### src/rtl/fft_peak_finder_if.sv
// Port bundle for fft_peak_finder: magnitude/phase bins in, peak report out.
// dbg_scan exposes the scanner FSM state (1 = SCAN) for checkers.
interface fft_peak_finder_if #(
    parameter int WIDTH = 32,
    parameter int IDX_W = 10
);
    // Valid-only stream, no backpressure: a bin is transferred on every
    // rising clk edge where i_vld is high; o_vld/o_abort are single-cycle pulses.
    logic                    i_vld;
    logic                    i_sof;
    logic signed [WIDTH-1:0] i_mag;
    logic signed [31:0]      i_phase;
    logic                    o_vld;
    logic [IDX_W-1:0]        o_idx;
    logic signed [WIDTH-1:0] o_mag;
    logic signed [31:0]      o_phase;
    logic                    o_abort;
    logic                    dbg_scan;

    modport master (
        output i_vld, i_sof, i_mag, i_phase,
        input  o_vld, o_idx, o_mag, o_phase, o_abort, dbg_scan
    );

    modport slave (
        input  i_vld, i_sof, i_mag, i_phase,
        output o_vld, o_idx, o_mag, o_phase, o_abort, dbg_scan
    );
endinterface

### src/rtl/fft_peak_finder.sv
// Per-frame peak search over NBINS CORDIC magnitude/phase bins.
// Define PEAK_GAIN_COMP_EN to scale the reported magnitude by ~1/1.6468 (one extra stage).
module fft_peak_finder #(
    parameter int WIDTH   = 32,
    parameter int NBINS   = 1024,
    parameter int IDX_W   = $clog2(NBINS),
    parameter int MIN_BIN = 1
) (
    input  logic               clk,
    input  logic               rst,
    fft_peak_finder_if.slave   bus
);
    localparam logic [IDX_W-1:0] MIN_IDX = IDX_W'(MIN_BIN);
    localparam logic [WIDTH-1:0] MAG_MAX = {1'b0, {(WIDTH-1){1'b1}}};

    typedef enum logic {IDLE = 1'b0, SCAN = 1'b1} state_t;

    state_t           state_q, state_d;
    logic             accept, first, abort;
    logic [IDX_W-1:0] cnt_q, bin, idx_q, base_idx, new_idx;
    logic [WIDTH-1:0] max_q, mag_c, base_max, new_max;
    logic [31:0]      phase_q, base_phase, new_phase;
    logic             upd, last;

    logic             res_vld, abort_q;
    logic [IDX_W-1:0] res_idx;
    logic [WIDTH-1:0] res_mag;
    logic [31:0]      res_phase;

    always_ff @(posedge clk or posedge rst) begin
        if (rst) state_q <= IDLE;
        else     state_q <= state_d;
    end

    always_comb begin
        state_d = state_q;
        accept  = 1'b0;
        first   = 1'b0;
        abort   = 1'b0;
        case (state_q)
            IDLE: begin
                if (bus.i_vld && bus.i_sof) begin
                    state_d = SCAN;
                    accept  = 1'b1;
                    first   = 1'b1;
                end
            end
            SCAN: begin
                if (bus.i_vld) begin
                    accept = 1'b1;
                    first  = bus.i_sof || (cnt_q == '0);
                    abort  = bus.i_sof && (cnt_q != '0);
                end
            end
            default: state_d = IDLE;
        endcase
    end

    // A frame start seeds the comparison with max 0 at MIN_BIN, so the
    // incoming bin 0 still competes when MIN_BIN is 0.
    always_comb begin
        bin        = first ? '0 : cnt_q;
        mag_c      = bus.i_mag[WIDTH-1] ? '0 : bus.i_mag;
        base_max   = first ? '0 : max_q;
        base_idx   = first ? MIN_IDX : idx_q;
        base_phase = first ? '0 : phase_q;
        upd        = (bin >= MIN_IDX) && (mag_c > base_max);
        new_max    = upd ? mag_c : base_max;
        new_idx    = upd ? bin : base_idx;
        new_phase  = upd ? bus.i_phase : base_phase;
        last       = accept && (&bin);
    end

    always_ff @(posedge clk or posedge rst) begin
        if (rst) begin
            cnt_q     <= '0;
            max_q     <= '0;
            idx_q     <= '0;
            phase_q   <= '0;
            res_vld   <= 1'b0;
            res_idx   <= '0;
            res_mag   <= '0;
            res_phase <= '0;
            abort_q   <= 1'b0;
        end else begin
            res_vld <= last;
            abort_q <= abort;
            if (accept) begin
                cnt_q   <= bin + 1'b1;
                max_q   <= new_max;
                idx_q   <= new_idx;
                phase_q <= new_phase;
            end
            if (last) begin
                res_idx   <= new_idx;
                res_mag   <= new_max;
                res_phase <= new_phase;
            end
        end
    end

`ifdef PEAK_GAIN_COMP_EN
    localparam logic [15:0] K_GAIN = 16'd19899;

    logic [WIDTH+15:0] prod;
    logic [WIDTH:0]    scaled;
    logic [WIDTH-1:0]  comp_mag;
    logic              unused_prod_lsbs;
    logic              g_vld;
    logic [IDX_W-1:0]  g_idx;
    logic [WIDTH-1:0]  g_mag;
    logic [31:0]       g_phase;

    // res_mag is never negative, so an unsigned multiply matches the signed one.
    assign prod             = {16'b0, res_mag} * {{WIDTH{1'b0}}, K_GAIN};
    assign scaled           = prod[WIDTH+15:15];
    assign comp_mag         = (scaled[WIDTH] | scaled[WIDTH-1]) ? MAG_MAX : scaled[WIDTH-1:0];
    assign unused_prod_lsbs = ^prod[14:0];

    always_ff @(posedge clk or posedge rst) begin
        if (rst) begin
            g_vld   <= 1'b0;
            g_idx   <= '0;
            g_mag   <= '0;
            g_phase <= '0;
        end else begin
            g_vld <= res_vld;
            if (res_vld) begin
                g_idx   <= res_idx;
                g_mag   <= comp_mag;
                g_phase <= res_phase;
            end
        end
    end

    assign bus.o_vld   = g_vld;
    assign bus.o_idx   = g_idx;
    assign bus.o_mag   = g_mag;
    assign bus.o_phase = g_phase;
`else
    assign bus.o_vld   = res_vld;
    assign bus.o_idx   = res_idx;
    assign bus.o_mag   = res_mag;
    assign bus.o_phase = res_phase;
`endif

    assign bus.o_abort  = abort_q;
    assign bus.dbg_scan = (state_q == SCAN);
endmodule
### src/flat_wrapper.sv
// flat-port wrapper written by rule: the top's interface ports become plain ports
module fft_peak_finder_flat 
#(
    parameter int WIDTH   = 32,
    parameter int NBINS   = 1024,
    parameter int IDX_W   = $clog2(NBINS),
    parameter int MIN_BIN = 1
)
  (clk, rst, bus_i_vld, bus_i_sof, bus_i_mag, bus_i_phase, bus_o_vld, bus_o_idx, bus_o_mag, bus_o_phase, bus_o_abort, bus_dbg_scan);
  fft_peak_finder_if #(.WIDTH(WIDTH), .IDX_W(IDX_W)) bus_i ();
  input  logic clk;
  input  logic rst;
  input wire logic [$bits(bus_i.i_vld)-1:0] bus_i_vld;
  input wire logic [$bits(bus_i.i_sof)-1:0] bus_i_sof;
  input wire logic [$bits(bus_i.i_mag)-1:0] bus_i_mag;
  input wire logic [$bits(bus_i.i_phase)-1:0] bus_i_phase;
  output wire logic [$bits(bus_i.o_vld)-1:0] bus_o_vld;
  output wire logic [$bits(bus_i.o_idx)-1:0] bus_o_idx;
  output wire logic [$bits(bus_i.o_mag)-1:0] bus_o_mag;
  output wire logic [$bits(bus_i.o_phase)-1:0] bus_o_phase;
  output wire logic [$bits(bus_i.o_abort)-1:0] bus_o_abort;
  output wire logic [$bits(bus_i.dbg_scan)-1:0] bus_dbg_scan;
  assign bus_i.i_vld = bus_i_vld;
  assign bus_i.i_sof = bus_i_sof;
  assign bus_i.i_mag = bus_i_mag;
  assign bus_i.i_phase = bus_i_phase;
  assign bus_o_vld = bus_i.o_vld;
  assign bus_o_idx = bus_i.o_idx;
  assign bus_o_mag = bus_i.o_mag;
  assign bus_o_phase = bus_i.o_phase;
  assign bus_o_abort = bus_i.o_abort;
  assign bus_dbg_scan = bus_i.dbg_scan;
  fft_peak_finder #(.WIDTH(WIDTH), .NBINS(NBINS), .IDX_W(IDX_W), .MIN_BIN(MIN_BIN)) u_core (.clk(clk), .rst(rst), .bus(bus_i));
endmodule
### config.mk
export PLATFORM = sky130hd
export DESIGN_NAME = fft_peak_finder_flat
export DESIGN_NICKNAME = d
export VERILOG_FILES = /design/src/rtl/fft_peak_finder_if.sv /design/src/rtl/fft_peak_finder.sv /design/src/flat_wrapper.sv
export SDC_FILE = /design/constraint.sdc
export NUM_CORES = 1
export LEC_CHECK = 0
export ABC_AREA = 1
export CAP_MARGIN = 20
export CORE_ASPECT_RATIO = 1.4
export CORE_MARGIN = 2
export CORE_UTILIZATION = 45
export CTS_CLUSTER_DIAMETER = 120
export DETAILED_ROUTE_END_ITERATION = 10
export GPL_TIMING_DRIVEN = 0
export PLACE_DENSITY_LB_ADDON = 0.05
export SLEW_MARGIN = 0
export SYNTH_ARGS = -nofsm -noshare
export SYNTH_HDL_FRONTEND = slang
export SYNTH_SLANG_ARGS = --single-unit
### constraint.sdc
create_clock -name clk -period 12.03 [get_ports clk]
set_input_delay 3.609 -clock clk [delete_from_list [all_inputs] [get_ports clk]]
set_output_delay 3.609 -clock clk [all_outputs]
set_load 0.01 [all_outputs]
# Word-level counts from Yosys, hierarchy flattened

Index checks and enable logic that the tools add are counted.

$add $sub $neg: 1
Magnitude comparators: 2
Muxes and demuxes: 16
Bitwise operators: 1
Reduce and logical (&&, ||, !) cells: 8

Operator list:

| cell                                                                                 | number |
|---|---|
| 32-bit 2-to-1 mux                                                                    | 4 |
| 32-bit > comparator                                                                  | 1 |
| 31-bit 2-to-1 mux                                                                    | 1 |
| 10-bit 2-to-1 mux                                                                    | 3 |
| 10-bit by 1-bit adder with 10-bit output, second input constant                      | 1 |
| 10-bit by 1-bit greater-or-equal comparator with 1-bit output, second input constant | 1 |
| 10-bit zero test                                                                     | 1 |
| 10-bit AND reduction                                                                 | 1 |
| 10-bit nonzero test                                                                  | 1 |
| 1-bit 2-to-1 mux                                                                     | 6 |
| 1-bit logical AND                                                                    | 4 |
| 1-bit one-hot mux with 2 select lines                                                | 2 |
| 1-bit logical OR                                                                     | 1 |
| 1-bit inverter                                                                       | 1 |

Flip-flop bits (word level): 161
Input bits: 68
Logic and storage cells: 38

# Depth between registers and ports, before layout

Gate-level depths: netlist (run 1).

Word-level depth: 8
Gate-level depth with buffers: 27
Gate-level depth less buffers: 24

# Worst setup path after synthesis (run 1)

No wires, ideal clock.

Kind: input port to flip-flop
Start point: input port bus_i_vld
End point: register u_core.idx_q[0]
Arrival time: 5.969 ns
Data required time: 11.912 ns
Setup slack: 5.943 ns
Stages: 16
Path buffers: 4
Cells stage by stage: nand2_1 -> nand2_2 -> nand2_4 -> clkbuf_1 -> buf_2 -> nand2_1 -> ha_1 -> nand2_1 -> nor4_1 -> nand4_1 -> nand2_1 -> buf_2 -> buf_2 -> nand3_1 -> nand3_1 -> nand2_1

Longest elaborated chain between the ends: 7
Elaborated cells between the ends (all ways): 13
Classes of those cells: order compare: 2; mux: 9; reduce/logical: 2

Ends and longest elaborated chain:

| item                                                                                                 | RTL line                                     | RTL |
|---|---|---|
| start, declared                                                                                      | flat_wrapper.sv:13                           | `input wire logic [$bits(bus_i.i_vld)-1:0] bus_i_vld;` |
| 1-bit logical AND                                                                                    | fft_peak_finder.sv:42                        | `if (bus.i_vld && bus.i_sof) begin` |
| 1-bit 2-to-1 mux                                                                                     | fft_peak_finder.sv:42                        |  |
| 1-bit one-hot mux with 2 select lines                                                                | fft_peak_finder.sv:40                        | `case (state_q)` |
| 32-bit 2-to-1 mux or 10-bit 2-to-1 mux (tied branches)                                               | fft_peak_finder.sv:64, fft_peak_finder.sv:62 |  |
| 32-bit > comparator or 10-bit by 1-bit greater-or-equal comparator with 1-bit output (tied branches) | fft_peak_finder.sv:67                        | `upd = (bin >= MIN_IDX) && (mag_c > base_max);` |
| 1-bit logical AND                                                                                    | fft_peak_finder.sv:67                        |  |
| 10-bit 2-to-1 mux                                                                                    | fft_peak_finder.sv:69                        | `new_idx = upd ? bin : base_idx;` |
| end signal, assigned                                                                                 | fft_peak_finder.sv:91                        | `idx_q <= new_idx;` |
| end, declared                                                                                        | fft_peak_finder.sv:20                        | `logic [IDX_W-1:0] cnt_q, bin, idx_q, base_idx, new_idx;` |

Several ways; a longest one is shown, not always the timed one.
A chain may end at the register's enable or synchronous reset.

# Final worst setup path (run 1)

Start point: input port bus_i_vld
End point: register u_core.res_phase[1] (netlist: u_core.bus.o_phase[1])

Longest elaborated chain between the ends: 7
Elaborated cells between the ends (all ways): 15
Classes of those cells: order compare: 2; mux: 9; reduce/logical: 4

Ends and longest elaborated chain:

| item                                                                                                 | RTL line                                     | RTL |
|---|---|---|
| 1-bit logical AND                                                                                    | fft_peak_finder.sv:42                        |  |
| 1-bit 2-to-1 mux                                                                                     | fft_peak_finder.sv:42                        |  |
| 1-bit one-hot mux with 2 select lines                                                                | fft_peak_finder.sv:40                        |  |
| 32-bit 2-to-1 mux or 10-bit 2-to-1 mux (tied branches)                                               | fft_peak_finder.sv:64, fft_peak_finder.sv:62 |  |
| 32-bit > comparator or 10-bit by 1-bit greater-or-equal comparator with 1-bit output (tied branches) | fft_peak_finder.sv:67                        |  |
| 1-bit logical AND                                                                                    | fft_peak_finder.sv:67                        |  |
| 32-bit 2-to-1 mux                                                                                    | fft_peak_finder.sv:70                        | `new_phase = upd ? bus.i_phase : base_phase;` |
| end signal, assigned                                                                                 | fft_peak_finder.sv:97                        | `res_phase <= new_phase;` |
| end, declared                                                                                        | fft_peak_finder.sv:28                        | `logic [31:0] res_phase;` |

Several ways; a longest one is shown, not always the timed one.

==> results of run 1 <==
state kept, by name (all words and copies together) (netlist names):
name                 count
u_core.idx_q            10
u_core.bus.o_phase      32
u_core.bus.o_mag        32
u_core.bus.o_abort       1
u_core.bus.o_idx        10
u_core.max_q            32
u_core.cnt_q            10
u_core.phase_q          32
u_core.bus.dbg_scan      1
u_core.bus.o_vld         1
stage by stage:
step / hold slack [ps] / total power [mW] / worst slack [ps] / cell area [sq um]
3_5_place_dp: 465 / 1.60 / 4210 / 10500
2_1_floorplan: 449 / 1.38 / 4070 / 8670
6_report: 479 / 2.14 / 4710 / 11000
4_1_cts: 483 / 2.15 / 4630 / 11000
3_3_place_gp: 461 / 1.58 / 1560 / 10400
5_1_grt: 494 / 2.32 / 4350 / 11000
worst reg2reg max path, stage by stage (launching register included):
cell	delay, ps
dfrtp_1	410
nor2_1	60
nand2_1	70
nor2_1	50
nand2_1	90
nand2_1	90
nand2_4	130
clkbuf_1	480
buf_2	340
nand2_1	120
ha_1	310
nand2_1	80
nor4_1	590
nand4_1	160
nand2_1	120
buf_2	300
buf_2	280
nand3_1	120
nand3_1	160
nand2_1	70
placed cells by master (no fill, tap or decap), types with 8 or more instances in the layout:
cell,instances
inv_6,8
buf_2,33
clkbuf_1,20
clkdlybuf4s50_1,144
nand3_1,225
nor2_1,25
nand2_1,531
dfrtp_1,161
clkbuf_16,17
ha_1,34
a21oi_1,12
inv_1,94
power breakdown:
group	internal (mW)	leakage, nW	switching, mW
Sequential	0.667	2.12	0.0638
Combinational	0.290	3.71	0.578
Clock	0.283	0.287	0.256
Total	1.24	6.12	0.897
per-layer routing:
metal / vias to the layer above / track usage, % / part of all wire, %
li1: 4075 / - / -
met1: 3764 / 30.4 / 43
met2: 188 / 40.7 / 51
met3: 27 / 4.10 / 4.0
met4: 0 / 6.30 / 1.7
met5: - / 0 / 0
cell type report:
class	count	area, sq um
sequential	161	4030
multi-input combinational	862	3940
clock inverter	14	135
buffer	67	345
timing repair buffer	145	1470
fill	1837	8040
inverter	96	368
clock buffer	18	439
tap	248	310
logic make-up (layout without fill, tap and decap cells):
logic type                 Yosys count  in the layout
xor gates and xnor gates             6              6
adders and majority gates           34             34
buffers and inverters              163            340
DFF                                161            161
and+or+nand+nor                    801            801
AOI/OAI and AO/OA                   21             21
worst paths after layout:
kind / start / to / slack (ps)
setup / recovery: bus_i_vld / u_core.bus.o_phase[1]$_DFFE_PP0P_ / 4710
min in group asynchronous: rst / u_core.bus.o_mag[13]$_DFFE_PP0P_ / 3560
max in group asynchronous: rst / u_core.max_q[28]$_DFFE_PP0P_ / 7550
hold reg to reg: u_core.bus.o_mag[7]$_DFFE_PP0P_ / u_core.bus.o_mag[7]$_DFFE_PP0P_ / 480
setup reg to reg: u_core.cnt_q[3]$_DFFE_PP0P_ / u_core.bus.o_phase[1]$_DFFE_PP0P_ / 7890
hold / removal: u_core.bus.o_mag[7]$_DFFE_PP0P_ / u_core.bus.o_mag[7]$_DFFE_PP0P_ / 480
==> results.py, run 1 <==
metrics = {
    "floorplan": {
        "die_w_um": 121,
        "die_h_um": 168,
        "pin_count": 145,
        "dieArea_sq_um": 20400,
        "start_util_pct": 45.5,
        "core-area_sq_um": 19100,
        "num_rows": 60,
    },
    "critical_path": {
        "critPathTopFamily": "simple AND/OR/NAND/NOR gates",
        "worstSetupPathType": "in2reg",
        "cp_cell_sequence": "clkdlybuf4s50_1 > nand2_1 > nand2_2 > nand2_4 > clkbuf_1 > buf_2 > nand2_1 > ha_1 > nand2_1 > nor4_1 > nand4_1 > nand2_1 > buf_2 > buf_2 > nand3_1 > nand3_1 > nand2_1",
        "crit_path_max_fanout": 10,
        "r2r_cells": 19,
        "cp_slowest_cell": "nor4_1",
        "crit_path_max_incr_delay_ps": 590,
        "worstSetupStartpointType": "input pin",
        "cpMostUsedCell": "nand2_1",
        "cp.arrival_ps": 7640,
        "cp-end-kind": "flip-flop",
        "required_ps": 12350,
        "worst-path-stages": 17,
        "crit_buf_inv": 5,
    },
    "routing": {
        "routedWlPerCell_um": 14.2,
        "ant_nets": 0,
        "vias": 8054,
        "finalWirelength_um": 22900,
        "drt_iter0_markers": 464,
        "drc_errors": 0,
        "drt-pass1-iter-count": 6,
        "viasPerCell": 5.00,
    },
    "layout": {
        "drive_above_1_share_pct": 6.09,
        "nNetsFinal": 1452,
        "syn2layout_area_growth_pct": 27.2,
        "final_core_util_pct": 57.9,
        "final_cell_count_no_fill": 1611,
        "n_antenna_cell": 0,
    },
    "yosys": {
        "yosys-top-cells-count": "531 x nand2_1, 225 x nand3_1, 161 x dfrtp_1, 95 x inv_1, 34 x ha_1",
        "synth_top_area_cell": "dfrtp_1",
        "ys_seq_area_share_pct": 46.5,
        "yosysMostFrequentCell": "nand2_1",
        "yosysTopAreaCellShare_pct": 46.5,
        "synthCells": 1186,
        "synth_flop_cell": "dfrtp_1",
        "yosys.area_share.simple_pct": 38.6,
        "synth_edf_count": 0,
        "avgSynthCellArea_sq_um": 7.31,
        "synthAdderAreaFrac_pct": 4.91,
        "synth-compound-area-share_pct": 1.28,
        "synth_warnings": 0,
        "async_flop_share_pct": 100,
        "synth-xor-area-share_pct": 0.606,
        "synth_seq_cells": 161,
        "synth_cell_types": 26,
        "yosys-mux-area-fraction_pct": 0,
        "syn_nets": 1288,
        "synth_area_leaders": "dfrtp_1 46%, nand2_1 23%, nand3_1 13%",
        "syn_area_sq_um": 8670,
        "synth_top_family_by_area": "simple AND/OR/NAND/NOR gates",
    },
    "clock_tree": {
        "hold_buffers": 0,
        "numCtsBuffers": 17,
        "clk_path_buf_depth": 2,
        "ctsResizeCount": 0,
        "post_cts_buffers": 0,
        "insertion_delay_ps": 430,
        "clkSinkCount": 161,
        "tritoncts": "done",
        "cts.clk_slew.worst_paths_ps": 70,
        "cts_root_buffer": "clkbuf_16",
        "htree_levels": 4,
    },
    "power": {
        "vdd_drop_max_mv": 0.114,
        "powerDensity_nw_per_um2": 194,
        "p_leak_nw": 6.12,
    },
    "sta": {
        "worstMarginPinSlew_ps": 675,
        "post-route-min-period_ps": 7320,
        "fmax_mhz": 137,
        "report.final.setup_viol": 0,
        "period_share_pct": 60.8,
        "rsz0062_at_grt": "false",
        "setup_tns_ps": 0,
        "finClkSkew_ps": 13.5,
        "hold_viol": 0,
        "drv_slew": 0,
        "slew_headroom_pct": 55.0,
    },
    "placement": {
        "place_hpwl_um": 16100,
        "dpl.cell_count": 1579,
        "place_congestion": 0.849,
        "port_buffers": 144,
    },
    "run_status": {
        "outcome": "finished, final reports clean",
    },
    "global_routing": {
        "gr-total-overflow": 0,
        "grt_start_max_net_pins": 125,
        "first_global_vias": 7913,
        "antenna_found_initial": 0,
        "grt_pass1_wl_um": 38800,
        "track_usage_pct": 23.6,
    },
    "job": {
        "maxCapViolations": 0,
    },
    "min_path": {
        "hold_class": "reg2reg",
        "hold_path_depth": 2,
    },
}
No activity file was read; power rests on OpenSTA's default activity.
==> inputs of run 2 (changes only) <==
Clock period 12.03 ns to 7.42 ns, I/O delays scaled along.
==> results of run 2 <==
Same layout as run 1 (identical final DEF). Status: finished, final reports clean.
Main changes from that run: setup slack after placement 4210 ps -> 980 ps; setup slack after layout 4710 ps -> 1480 ps; register-to-register setup slack 7890 ps -> 3280 ps; total power 2.14 mW -> 3.46 mW; worst IR drop on VDD 0.114 mV -> 0.184 mV
